## config.mk

```make
export PLATFORM = sky130hd
export DESIGN_NAME = dout_sink
export DESIGN_NICKNAME = d
export VERILOG_FILES = /design/src/rtl/dout_sink_pkg.sv /design/src/rtl/dout_sink_sync_fifo.sv /design/src/rtl/dout_sink.sv
export SDC_FILE = /design/constraint.sdc
export NUM_CORES = 1
export LEC_CHECK = 0
export BUFFER_PORTS_ARGS = -buffer_cell sky130_fd_sc_hd__buf_2
export CORE_ASPECT_RATIO = 1.75
export CORE_MARGIN = 2
export CORE_UTILIZATION = 55
export DETAILED_ROUTE_END_ITERATION = 16
export HOLD_SLACK_MARGIN = 0.03
export PLACE_DENSITY = 0.75
export SLEW_MARGIN = 20
export SYNTH_ARGS = -nofsm -noshare
export SYNTH_HDL_FRONTEND = slang
export SYNTH_SLANG_ARGS = --single-unit
```

## constraint.sdc

```tcl
create_clock -name clk_i -period 3.5 [get_ports clk_i]
set_clock_uncertainty 0.1 [all_clocks]
set_input_delay 0.7 -clock clk_i [delete_from_list [all_inputs] [get_ports clk_i]]
set_output_delay 0.7 -clock clk_i [all_outputs]
set_load 0.05 [all_outputs]
```

## src/rtl/dout_sink_pkg.sv

```systemverilog
// dout_sink_pkg: shared widths and FIFO entry layout for dout_sink (DOUT_SINK_TS_EN adds a timestamp field)
package dout_sink_pkg;
    localparam int DOUT_W = 8;
    localparam int TS_W   = 16;
`ifdef DOUT_SINK_TS_EN
    typedef struct packed {
        logic [TS_W-1:0]   ts;
        logic [DOUT_W-1:0] data;
    } entry_t;
`else
    typedef struct packed {
        logic [DOUT_W-1:0] data;
    } entry_t;
`endif
endpackage

```

## src/rtl/dout_sink_sync_fifo.sv

```systemverilog
// sync_fifo: synchronous FIFO with wrap-bit pointers; push while full is accepted only alongside a pop
module sync_fifo #(
    parameter type T     = logic [7:0],
    parameter int  DEPTH = 16
) (
    input  logic                     clk_i,
    input  logic                     rst_i,
    input  logic                     push_i,
    input  logic                     pop_i,
    input  T                         din_i,
    output T                         dout_o,
    output logic                     full_o,
    output logic                     empty_o,
    output logic [$clog2(DEPTH):0]   count_o
);
    localparam int AW = $clog2(DEPTH);
    logic [AW:0] wr_q, rd_q;
    logic        do_push, do_pop;
    T            mem [DEPTH];
    assign full_o  = (wr_q[AW-1:0] == rd_q[AW-1:0]) && (wr_q[AW] != rd_q[AW]);
    assign empty_o = wr_q == rd_q;
    assign count_o = wr_q - rd_q;
    assign do_pop  = pop_i && !empty_o;
    assign do_push = push_i && (!full_o || do_pop);
    assign dout_o  = mem[rd_q[AW-1:0]];
    // pointer advance; the MSB acts as the wrap bit separating full from empty
    always_ff @(posedge clk_i) begin
        if (rst_i) begin
            wr_q <= '0;
            rd_q <= '0;
        end else begin
            if (do_push) wr_q <= wr_q + 1'b1;
            if (do_pop)  rd_q <= rd_q + 1'b1;
        end
    end
    // storage write; contents need no reset because empty masks them
    always_ff @(posedge clk_i) begin
        if (do_push) mem[wr_q[AW-1:0]] <= din_i;
    end
endmodule

```

## src/rtl/dout_sink.sv

```systemverilog
// dout_sink: queues every change of the core debug byte and raises int_o at a fill threshold (DOUT_SINK_TS_EN adds timestamps)
module dout_sink
    import dout_sink_pkg::*;
#(
    parameter int DEPTH      = 16,
    parameter int IRQ_THRESH = 12,
    parameter int TS_WIDTH   = TS_W
) (
    input  logic                     clk_i,
    input  logic                     rst_i,
    input  logic [DOUT_W-1:0]        data_i,
    input  logic                     en_i,
    input  logic                     m_ready_i,
    output logic                     m_valid_o,
    output logic [DOUT_W-1:0]        m_data_o,
`ifdef DOUT_SINK_TS_EN
    output logic [TS_WIDTH-1:0]      m_ts_o,
`endif
    output logic [$clog2(DEPTH):0]   count_o,
    output logic                     overflow_o,
    output logic                     int_o
);
    localparam int CW = $clog2(DEPTH) + 1;
    if (IRQ_THRESH < 1 || IRQ_THRESH > DEPTH || DEPTH < 2 || (1 << (CW - 1)) != DEPTH || TS_WIDTH != TS_W) begin : g_bad_params
        $error("dout_sink: unsupported parameter combination");
    end
    logic [DOUT_W-1:0] prev_q;
    logic              ovf_q, int_q, chg, pop, push_ok, full, empty;
    logic [CW-1:0]     count, count_d;
    entry_t            din, dout;
    assign chg     = en_i && (data_i != prev_q);
    assign pop     = !empty && m_ready_i;
    assign push_ok = chg && (!full || pop);
    assign count_d = count + CW'(push_ok) - CW'(pop);
    sync_fifo #(.T(entry_t), .DEPTH(DEPTH)) u_fifo (
        .clk_i   (clk_i),
        .rst_i   (rst_i),
        .push_i  (chg),
        .pop_i   (pop),
        .din_i   (din),
        .dout_o  (dout),
        .full_o  (full),
        .empty_o (empty),
        .count_o (count)
    );
`ifdef DOUT_SINK_TS_EN
    logic [TS_WIDTH-1:0] ts_q;
    // free-running cycle counter stamped into each entry on its push edge
    always_ff @(posedge clk_i) begin
        ts_q <= rst_i ? '0 : ts_q + 1'b1;
    end
    assign m_ts_o = empty ? '0 : dout.ts;
`endif
    // assemble the entry written on a push
    always_comb begin
        din      = '0;
        din.data = data_i;
`ifdef DOUT_SINK_TS_EN
        din.ts   = ts_q;
`endif
    end
    // change tracking, sticky overflow and the interrupt registered from the next fill level
    always_ff @(posedge clk_i) begin
        if (rst_i) begin
            prev_q <= '0;
            ovf_q  <= 1'b0;
            int_q  <= 1'b0;
        end else begin
            if (en_i) prev_q <= data_i;
            if (chg && !push_ok) ovf_q <= 1'b1;
            int_q <= count_d >= CW'(IRQ_THRESH);
        end
    end
    assign m_valid_o  = !empty;
    assign m_data_o   = empty ? '0 : dout.data;
    assign count_o    = count;
    assign overflow_o = ovf_q;
    assign int_o      = int_q;
endmodule

```

==> metrics, run 1 <==
status=complete, no violations; M1 GR Usage=around a quarter; Critical Path AT=2560 ps; fmax=between 200 and 300 MHz; Sw Share=25.7%; Post-synth top cells=edfxtp_1 (128), mux4_2 (40), dfxtp_1 (24); clk_lat worst skew=410 ps; met2 Use GR=38.5%; Antenna Cells=0; internal power=0.00347 W; Clk pin slew, worst setup/hold paths=roughly 60 ps; Pre-Repair DR Iteration Count=4; final hold vios=0; initial core utilization=56.8%; Nets=around 430; Setup WS post-layout=between 100 and 150 ps; delay-heaviest family, CP=multiplexers; final worst path period share=96.1%; area leader, netlist=edfxtp_1; HPWL Detailed=8730 microns; maximum clock path buffer count=2; GR Layer Usage met3=5.82%; routed len/inst=23.4 microns; DRC viols=0; Cells after DPL=slightly above 500; post-route ant nets=0; post-route insts no fill=548; Cell variety after synth=36; first-pass GRT wire length=roughly 20000 microns; VDD IR max=478 uV; sequential fraction of the synthesis area=68.2%; WL final=12800 microns; Buf/Inv on CP=2; Pins Over Slew Limit=0; GP Congestion=0.798; Max Cap Viol=0; net count after synthesis=377; Sink Count=around 150; Crit-path slowest cell=mux4_2; PortBufs=27; Crit. End Element=primary output; core area=11200 sq um; post-synthesis cell area=6340 sq um; CTS tree=yes; HP Start=overflow_o$_SDFFE_PP0P_; critical path cell sequence=buf_12, mux4_2, mux4_2, and2_1, buf_2; initial antenna violation count=0; Mapped Cells=349; FF-to-FF setup slack=210 ps; most used cell, CP=mux4_2; Core Rows=51; Post-synth ARST share=0%; Setup CP Type=flop to primary output; GR Overflow Total=0; YS warnings=0; Tightest Hold Check Type=flop to flop; gr busiest metal=met2; Clk pwr share=between 30% and 40%; Clock Tree Root=clkbuf_16; synthesized flop and latch total=152; Vias per Instance=6.01; RSZ-0062 raised after global routing=no; Setup TNS Final=0 ps; vias in the first global route=3514; Final Setup Violations=0; dominant synthesized flop cell=edfxtp_1; CTS H-tree depth=4; Mapped Avg Cell Area=~18 sq um; Leak=between 2 and 3 nW; Synth-to-Final Area Change=16.2%; startpoint types=flop; Combinational Power Share=a little under a fifth; Worst path max stage delay=around 520 ps; Die Ht=146 microns; 1st-iter DRT viols=233; pwr dens=634 nW/um^2; fin crit period=3360 ps; CTS buffer count=17; Post-synth EDFFs=128; Seq pwr share=a little over two fifths; Boundary Pins=28; Die W=85.2 microns; largest net degree at the start of global routing=33; count leader, synth=edfxtp_1; Sw Pwr=approximately 0.0012 W; Synth area leaders=edfxtp_1 (61%), mux4_2 (14%), dfxtp_1 (7.6%), ha_1 (2.8%), xnor2_1 (2.2%); Post-CTS Setup Inserts=0; gr usage total=between 20% and 30%; share of layout cells above drive strength 1=30.3%; crit path max fanout=14; worst-margin pin slew=652 ps; DIE AREA=12400 sq um; Slew HR=56.5%; pre-CTS setup slack=roughly 67 ps; worst r2r src=u_fifo.wr_q[0]$_SDFFE_PP0P_; vias=3294; Tot Pwr=0.00467 W; Required @ worst endpoint=2700 ps; Yosys top cell area share=around 60%
==> stage by stage <==
step,cell area (sq um),utilization (%),hold slack (ps)
after CTS,7310,65.5,381
after detailed placement,6730,60.3,366
final,7360,65.9,378
after floorplan,6340,-,382
after global placement,6730,60.3,356
after global routing,7360,65.9,424
==> cell usage in the layout (no fill, tap or decap), types with 3 or more instances in the layout <==
cell         n
a21o_1       4
a21oi_1      7
and2_1       9
and3_1      15
buf_2       27
buf_4       19
clkbuf_1     3
clkbuf_16   18
clkbuf_8     3
clkinv_2     4
dfxtp_1     21
dfxtp_2      3
edfxtp_1   128
ha_1        12
inv_1       15
mux2i_1      8
mux4_2      40
nand2_1      3
nand3_1      3
nand4_1      4
nor2_1      21
xnor2_1     16
==> cell families (layout without fill, tap and decap cells) <==
logic type                 Yosys count  count (layout)  synth area share, %
AOI/OAI and AO/OA                   21              21                 2.11
xor gates and xnor gates            20              20                 3.20
adders and majority gates           16              16                 3.39
buffers and inverters               28              95                 2.05
DFF                                152             152                 68.2
muxes                               49              49                 15.7
and+or+nand+nor                     63              63                 5.39
==> power groups by stage <==
stage | Sequential, W | Clock [W] | Combinational [W]
finish | 0.00203 | 0.00176 | 0.000876
global route | 0.00203 | 0.00185 | 0.000945
CTS | 0.00203 | 0.00178 | 0.000873
detailed placement | 0.00206 | 0 | 0.000869
global placement | 0.00206 | 0 | 0.000850
floorplan | 0.00207 | 0 | 0.000663
==> what timing repair did <==
item                       CTS  global route
resized for setup            0             5
setup endpoints to repair    0             4
hold buffers                 0             0
==> layer usage <==
metal / vias up / share of wire, %
li1: 1478 / -
met1: 1685 / 37
met2: 113 / 57
met3: 18 / 4.7
met4: 0 / 2.2
met5: - / 0
==> worst reg2reg max path, delay by kind of cell, from the launching register on <==
kind / cells / cell delay, ps
flops: 1 / 360
fa+ha+maj: 4 / 1120
compound gates: 3 / 490
buf+inv: 3 / 200
simple gates: 3 / 520
xor+xnor: 2 / 420
==> flip-flops by register name (all words and copies together), names as in the netlist, named ones only <==
register,flops
overflow_o,1
u_fifo.mem,128
u_fifo.wr_q,5
int_o,1
u_fifo.rd_q,5
prev_q,8
==> path summary, 6_finish.rpt <==
kind	end	cells past startpoint
worst min-delay path	overflow_o$_SDFFE_PP0P_	2
worst min register to register	overflow_o$_SDFFE_PP0P_	2
worst max-delay path	m_data_o[3]	5
worst max register to register	int_o$_SDFF_PP0_	15
==> final cells by class <==
class | count | area (sq um)
Clock inverter | 9 | 98.8
Timing Repair Buffer | 48 | 323
Multi-Input combinational cell | 169 | 1920
Inverter | 15 | 56.3
Tap cell | 132 | 165
Fill cell | 728 | 3800
Sequential cell | 152 | 4330
Clock buffer | 23 | 478
No activity file was read; power rests on OpenSTA's default activity.
==> inputs of run 2 (changes only) <==
--- a/config.mk
+++ b/config.mk
@@ -11,7 +11,7 @@
 export CORE_UTILIZATION = 55
 export DETAILED_ROUTE_END_ITERATION = 16
 export HOLD_SLACK_MARGIN = 0.03
-export PLACE_DENSITY = 0.75
+export PLACE_DENSITY = 0.73
 export SLEW_MARGIN = 20
 export SYNTH_ARGS = -nofsm -noshare
 export SYNTH_HDL_FRONTEND = slang
==> metrics, run 2 (synthesis gave the netlist of run 1 again) <==
status=complete, no violations; fin crit period=3290 ps; gr usage total=between 20 and 25%; Vias per Instance=5.98; RSZ-0062 raised after global routing=no; Synth-to-Final Area Change=16.0%; GP Congestion=0.772; Post-CTS Setup Inserts=0; final worst path period share=94.1%; maximum clock path buffer count=2; Clock Tree Root=clkbuf_16; commonest non-fill, non-tap cell in the layout=edfxtp_1; pwr dens=642 nW/um^2; Worst Reg2Reg Path Length in Cells=15; vias=~3300; Crit. End Element=primary output; startpoint types=flop; 1st-iter DRT viols=316; most frequent cells in the layout=edfxtp_1 (128), mux4_2 (40), buf_2 (27); Worst Hold Depth=2; WL final=12900 microns; Clk pin slew, worst setup/hold paths=60 ps; Nets=between 400 and 500; initial antenna violation count=0; Setup CP Type=flop to primary output; Pins Over Slew Limit=0; CTS tree=yes; DRC viols=0; Core Rows=51; final hold vios=0; share of layout cells above drive strength 1=30.3%; Seq. cell area=4330 sq um; Die W=between 80 and 90 microns; max reg flops=128; Antenna Cells=0; crit path max fanout=32; routed len/inst=23.6 microns; Setup TNS Final=0 ps; first-pass GRT wire length=just under 20000 microns; Die Ht=roughly 150 microns; post-route ant nets=0; initial core utilization=56.8%; vias in the first global route=3416; Slew HR=56.3%; number of fill cells in the layout=744; worst-margin pin slew=655 ps; Leak=2.57 nW; Boundary Pins=28; CTS buffer count=17; clk_lat worst skew=between 400 and 500 ps; Max Cap Viol=0; Sink Count=152; Final Setup Violations=0; Critical Path AT=around 2500 ps; CTS H-tree depth=4; Pre-Repair DR Iteration Count=4; Post-CTS Hold Buffers=0; largest net degree at the start of global routing=33; HPWL Detailed=roughly 8500 microns; core area=11200 sq um; Tightest Hold Check Type=flop to flop; fmax=304 MHz; Multi-input gate area=~1900 sq um; hold_ws=381 ps; Required @ worst endpoint=2700 ps; DIE AREA=12400 sq um; GR Overflow Total=0; FF-to-FF setup slack=220 ps; PortBufs=27; VDD IR max=484 uV
## run 2: cell count changes in the layout (fill, tap and decap cells not counted), sizes merged
cell / delta
clkbuf: -6
bufinv: +1
clkinv: +2
inv: +2
buf: -2
## run 2: repair_timing
action | in CTS | in global routing
endpoints found under the hold margin | 0 | 0
resized for setup | 0 | 6
setup endpoints to repair | 0 | 1
## run 2: metal layers
| layer | global-route usage (%) | wire (microns) | vias to the layer above |
|---|---|---|---|
| li1 | - | - | 1477 |
| met1 | 25.7 | 4770 | 1665 |
| met2 | 39.2 | 7380 | 101 |
| met3 | 5.20 | 498 | 14 |
| met4 | 9.21 | 231 | 0 |
| met5 | 0 | 0 | - |
## run 2: final cells by class
class	count	share of cell area [%]
flip-flops and latches	152	58.9
multi-input cells	169	26.1
clock buffers	18	5.84
repair buffers	45	3.85
clock inverters	14	2.37
well taps	132	2.25
inverters	15	0.766
## run 2: critical path, cell delays in order, from the launching register on
cell     delay, ps
dfxtp_2        340
buf_12         260
mux4_2         570
mux4_2         510
and2_1         180
buf_2          210
## run 2: worst paths after layout
kind	to	start
max	m_data_o[3]	flop
min reg2reg	overflow_o$_SDFFE_PP0P_	overflow_o$_SDFFE_PP0P_
min	overflow_o$_SDFFE_PP0P_	overflow_o$_SDFFE_PP0P_
max reg2reg	int_o$_SDFF_PP0_	u_fifo.rd_q[1]$_SDFFE_PP0P_
## run 2: report_power, final
group	leakage, nW	total, W	switching, W	internal [W]
logic	0.930	0.000875	0.000515	0.000360
registers	1.35	0.00202	0.0000192	0.00200
clock network	0.286	0.00183	0.000701	0.00112
total	2.57	0.00472	0.00123	0.00348
## run 2: stage by stage
stage | utilization, % | power (W) | setup WS (ps) | std cells | cell area, sq um
floorplan | - | 0.00273 | 7.75 | 349 | 6340
detailed placement | 60.2 | 0.00293 | 42.4 | 513 | 6720
global placement | 60.2 | 0.00291 | 135 | 513 | 6720
global route | 65.8 | 0.00488 | 35.8 | 545 | 7350
CTS | 65.6 | 0.00474 | 67.4 | 545 | 7320
finish | 65.8 | 0.00472 | 205 | 545 | 7350
==> inputs of run 3 (changes only) <==
--- a/config.mk
+++ b/config.mk
@@ -5,13 +5,13 @@
 export SDC_FILE = /design/constraint.sdc
 export NUM_CORES = 1
 export LEC_CHECK = 0
-export BUFFER_PORTS_ARGS = -buffer_cell sky130_fd_sc_hd__buf_2
 export CORE_ASPECT_RATIO = 1.75
 export CORE_MARGIN = 2
-export CORE_UTILIZATION = 55
+export CORE_UTILIZATION = 57
 export DETAILED_ROUTE_END_ITERATION = 16
+export DONT_BUFFER_PORTS = 1
 export HOLD_SLACK_MARGIN = 0.03
-export PLACE_DENSITY = 0.73
+export PLACE_DENSITY = 0.84
 export SLEW_MARGIN = 20
 export SYNTH_ARGS = -nofsm -noshare
 export SYNTH_HDL_FRONTEND = slang
==> metrics, run 3 (synthesis gave the netlist of run 1 again) <==
status=complete, no violations; Synth-to-Final Area Change=12.8%; Worst Hold Depth=1; Clk pin slew, worst setup/hold paths=about 50 ps; GP Congestion=slightly above 0.8; VDD IR max=~460 uV; Worst path max stage delay=550 ps; Worst Reg2Reg Path Length in Cells=15; Pre-Repair DR Iteration Count=6; Pins Over Slew Limit=0; Crit. End Element=primary output; fin crit period=3310 ps; delay-heaviest family, CP=multiplexers; CTS buffer count=17; max reg flops=128; Setup WS post-layout=188 ps; Required @ worst endpoint=2700 ps; final hold vios=0; Die Ht=144 microns; Boundary Pins=28; Post-CTS Setup Inserts=0; WL met2=7390 microns; gr usage total=22.7%; pre-CTS setup slack=roughly 120 ps; HPWL Detailed=8510 microns; Cells after DPL=482; largest net degree at the start of global routing=33; worst-margin pin slew=614 ps; Leak=2.43 nW; initial core utilization=57.8%; share of layout cells above drive strength 1=a little under a quarter; Vias per Instance=about 6.2; Sw Pwr=0.00114 W; crit path max fanout=19; pwr dens=650 nW/um^2; Die W=roughly 84 microns; FF-to-FF setup slack=240 ps; Slew HR=between 50% and 60%; most used cell, CP=mux4_2; HP Start=rst_i; commonest non-fill, non-tap cell in the layout=edfxtp_1; DR top layer=met4; fmax=between 300 and 400 MHz; maximum clock path buffer count=2; Seq pwr share=44.1%; Sw Share=24.6%; Post-CTS Hold Buffers=0; internal power=0.00351 W; Tightest Hold Check Type=input pin to flop; Buf/Inv on CP=1; CTS tree=yes; vias in the first global route=3371; Max Cap Viol=0; first-pass GRT wire length=~20000 microns; Detail Route met3 WL=around 540 microns; Sink Count=152; startpoint types=flop; 1st-iter DRT viols=roughly 250; vias=3191; Nets=397; Final Setup Violations=0; routed len/inst=around 25 microns; Combinational Power Share=16.8%; worst r2r dst=int_o$_SDFF_PP0_; Setup TNS Final=0 ps; CTS H-tree depth=4; clk_lat worst skew=410 ps; worst r2r src=u_fifo.rd_q[1]$_SDFFE_PP0P_; core area=11000 sq um; met1 wire length=4540 microns; most frequent cells in the layout=edfxtp_1 (128), mux4_2 (40), dfxtp_1 (22); Antenna Cells=0; WL final=12700 microns; Critical Path AT=about 2500 ps; Core Rows=51; Clk pwr share=39.1%; final worst path period share=94.6%; Crit-path slowest cell=mux4_2; number of fill cells in the layout=726; initial antenna violation count=0; post-route ant nets=0; critical path cell sequence=buf_12, mux4_2, mux4_2, and2_1; GR Overflow Total=0; DIE AREA=12000 sq um; Setup CP Type=flop to primary output; PortBufs=0; Core Util, Final=65.1%; post-route insts no fill=513; Clock Tree Root=clkbuf_16; RSZ-0062 raised after global routing=no; DRC viols=0
[run 3: metal layers]
| metal | global-route usage (%) | up-vias |
|---|---|---|
| met1 | 25.3 | 1653 |
| met5 | 0 | - |
| met4 | 8.15 | 0 |
| li1 | - | 1410 |
| met3 | 6.26 | 17 |
| met2 | 41.6 | 111 |
[run 3: worst max-delay path by stage]
stage,start,to,slack (ps),cells past startpoint
3_5_place_dp,u_fifo.wr_q[0]$_SDFFE_PP0P_,int_o$_SDFF_PP0_,120,15
3_3_place_gp,u_fifo.wr_q[0]$_SDFFE_PP0P_,int_o$_SDFF_PP0_,230,15
6_report,flop,m_data_o[3],190,4
4_1_cts,flop,m_data_o[3],50,4
5_1_grt,u_fifo.wr_q[0]$_SDFFE_PP0P_,int_o$_SDFF_PP0_,30,15
2_1_floorplan,u_fifo.wr_q[0]$_SDFFE_PP0P_,int_o$_SDFF_PP0_,8,16
[run 3: worst register-to-register path, cell delays in order (launching register included)]
cell and delay (ps):
dfxtp_1 360, inv_1 110, ha_1 320, and4_1 200, nor3b_2 170, nor2_2 130, inv_1 50, ha_1 260
inv_1 40, ha_1 200, fa_2 360, a21o_1 170, a21oi_1 160, xnor3_1 240, xnor3_1 190, a31oi_1 160
[run 3: per-stage QoR]
| step | cell area (sq um) | total power [W] | hold WS (ps) |
|---|---|---|---|
| after global routing | 7150 | 0.00480 | 236 |
| after floorplan | 6340 | 0.00273 | 382 |
| after detailed placement | 6550 | 0.00288 | 413 |
| after CTS | 7140 | 0.00468 | 239 |
| after global placement | 6550 | 0.00285 | 395 |
| final | 7150 | 0.00465 | 254 |
[run 3: cell type report]
cell class / count / area (sq um) / share of cell area (%)
tap: 132 / 165 / 2.31
clock buffer: 19 / 433 / 6.06
sequential: 152 / 4330 / 60.6
timing repair buffer: 14 / 118 / 1.65
multi-input combinational: 169 / 1890 / 26.4
inverter: 15 / 56.3 / 0.788
clock inverter: 12 / 158 / 2.21
[run 3: timing repair]
action / in CTS / in global routing
resized for setup: 0 / 3
hold endpoints to repair: 0 / 0
setup endpoints to repair: 0 / 3
[run 3: power groups by stage]
stage          clock network (W)  logic, W  registers (W)
2_1_floorplan                  0  0.000663        0.00207
3_3_place_gp                   0  0.000761        0.00208
3_5_place_dp                   0  0.000791        0.00209
4_1_cts                  0.00184  0.000793        0.00205
5_1_grt                  0.00190  0.000839        0.00205
6_report                 0.00182  0.000783        0.00205
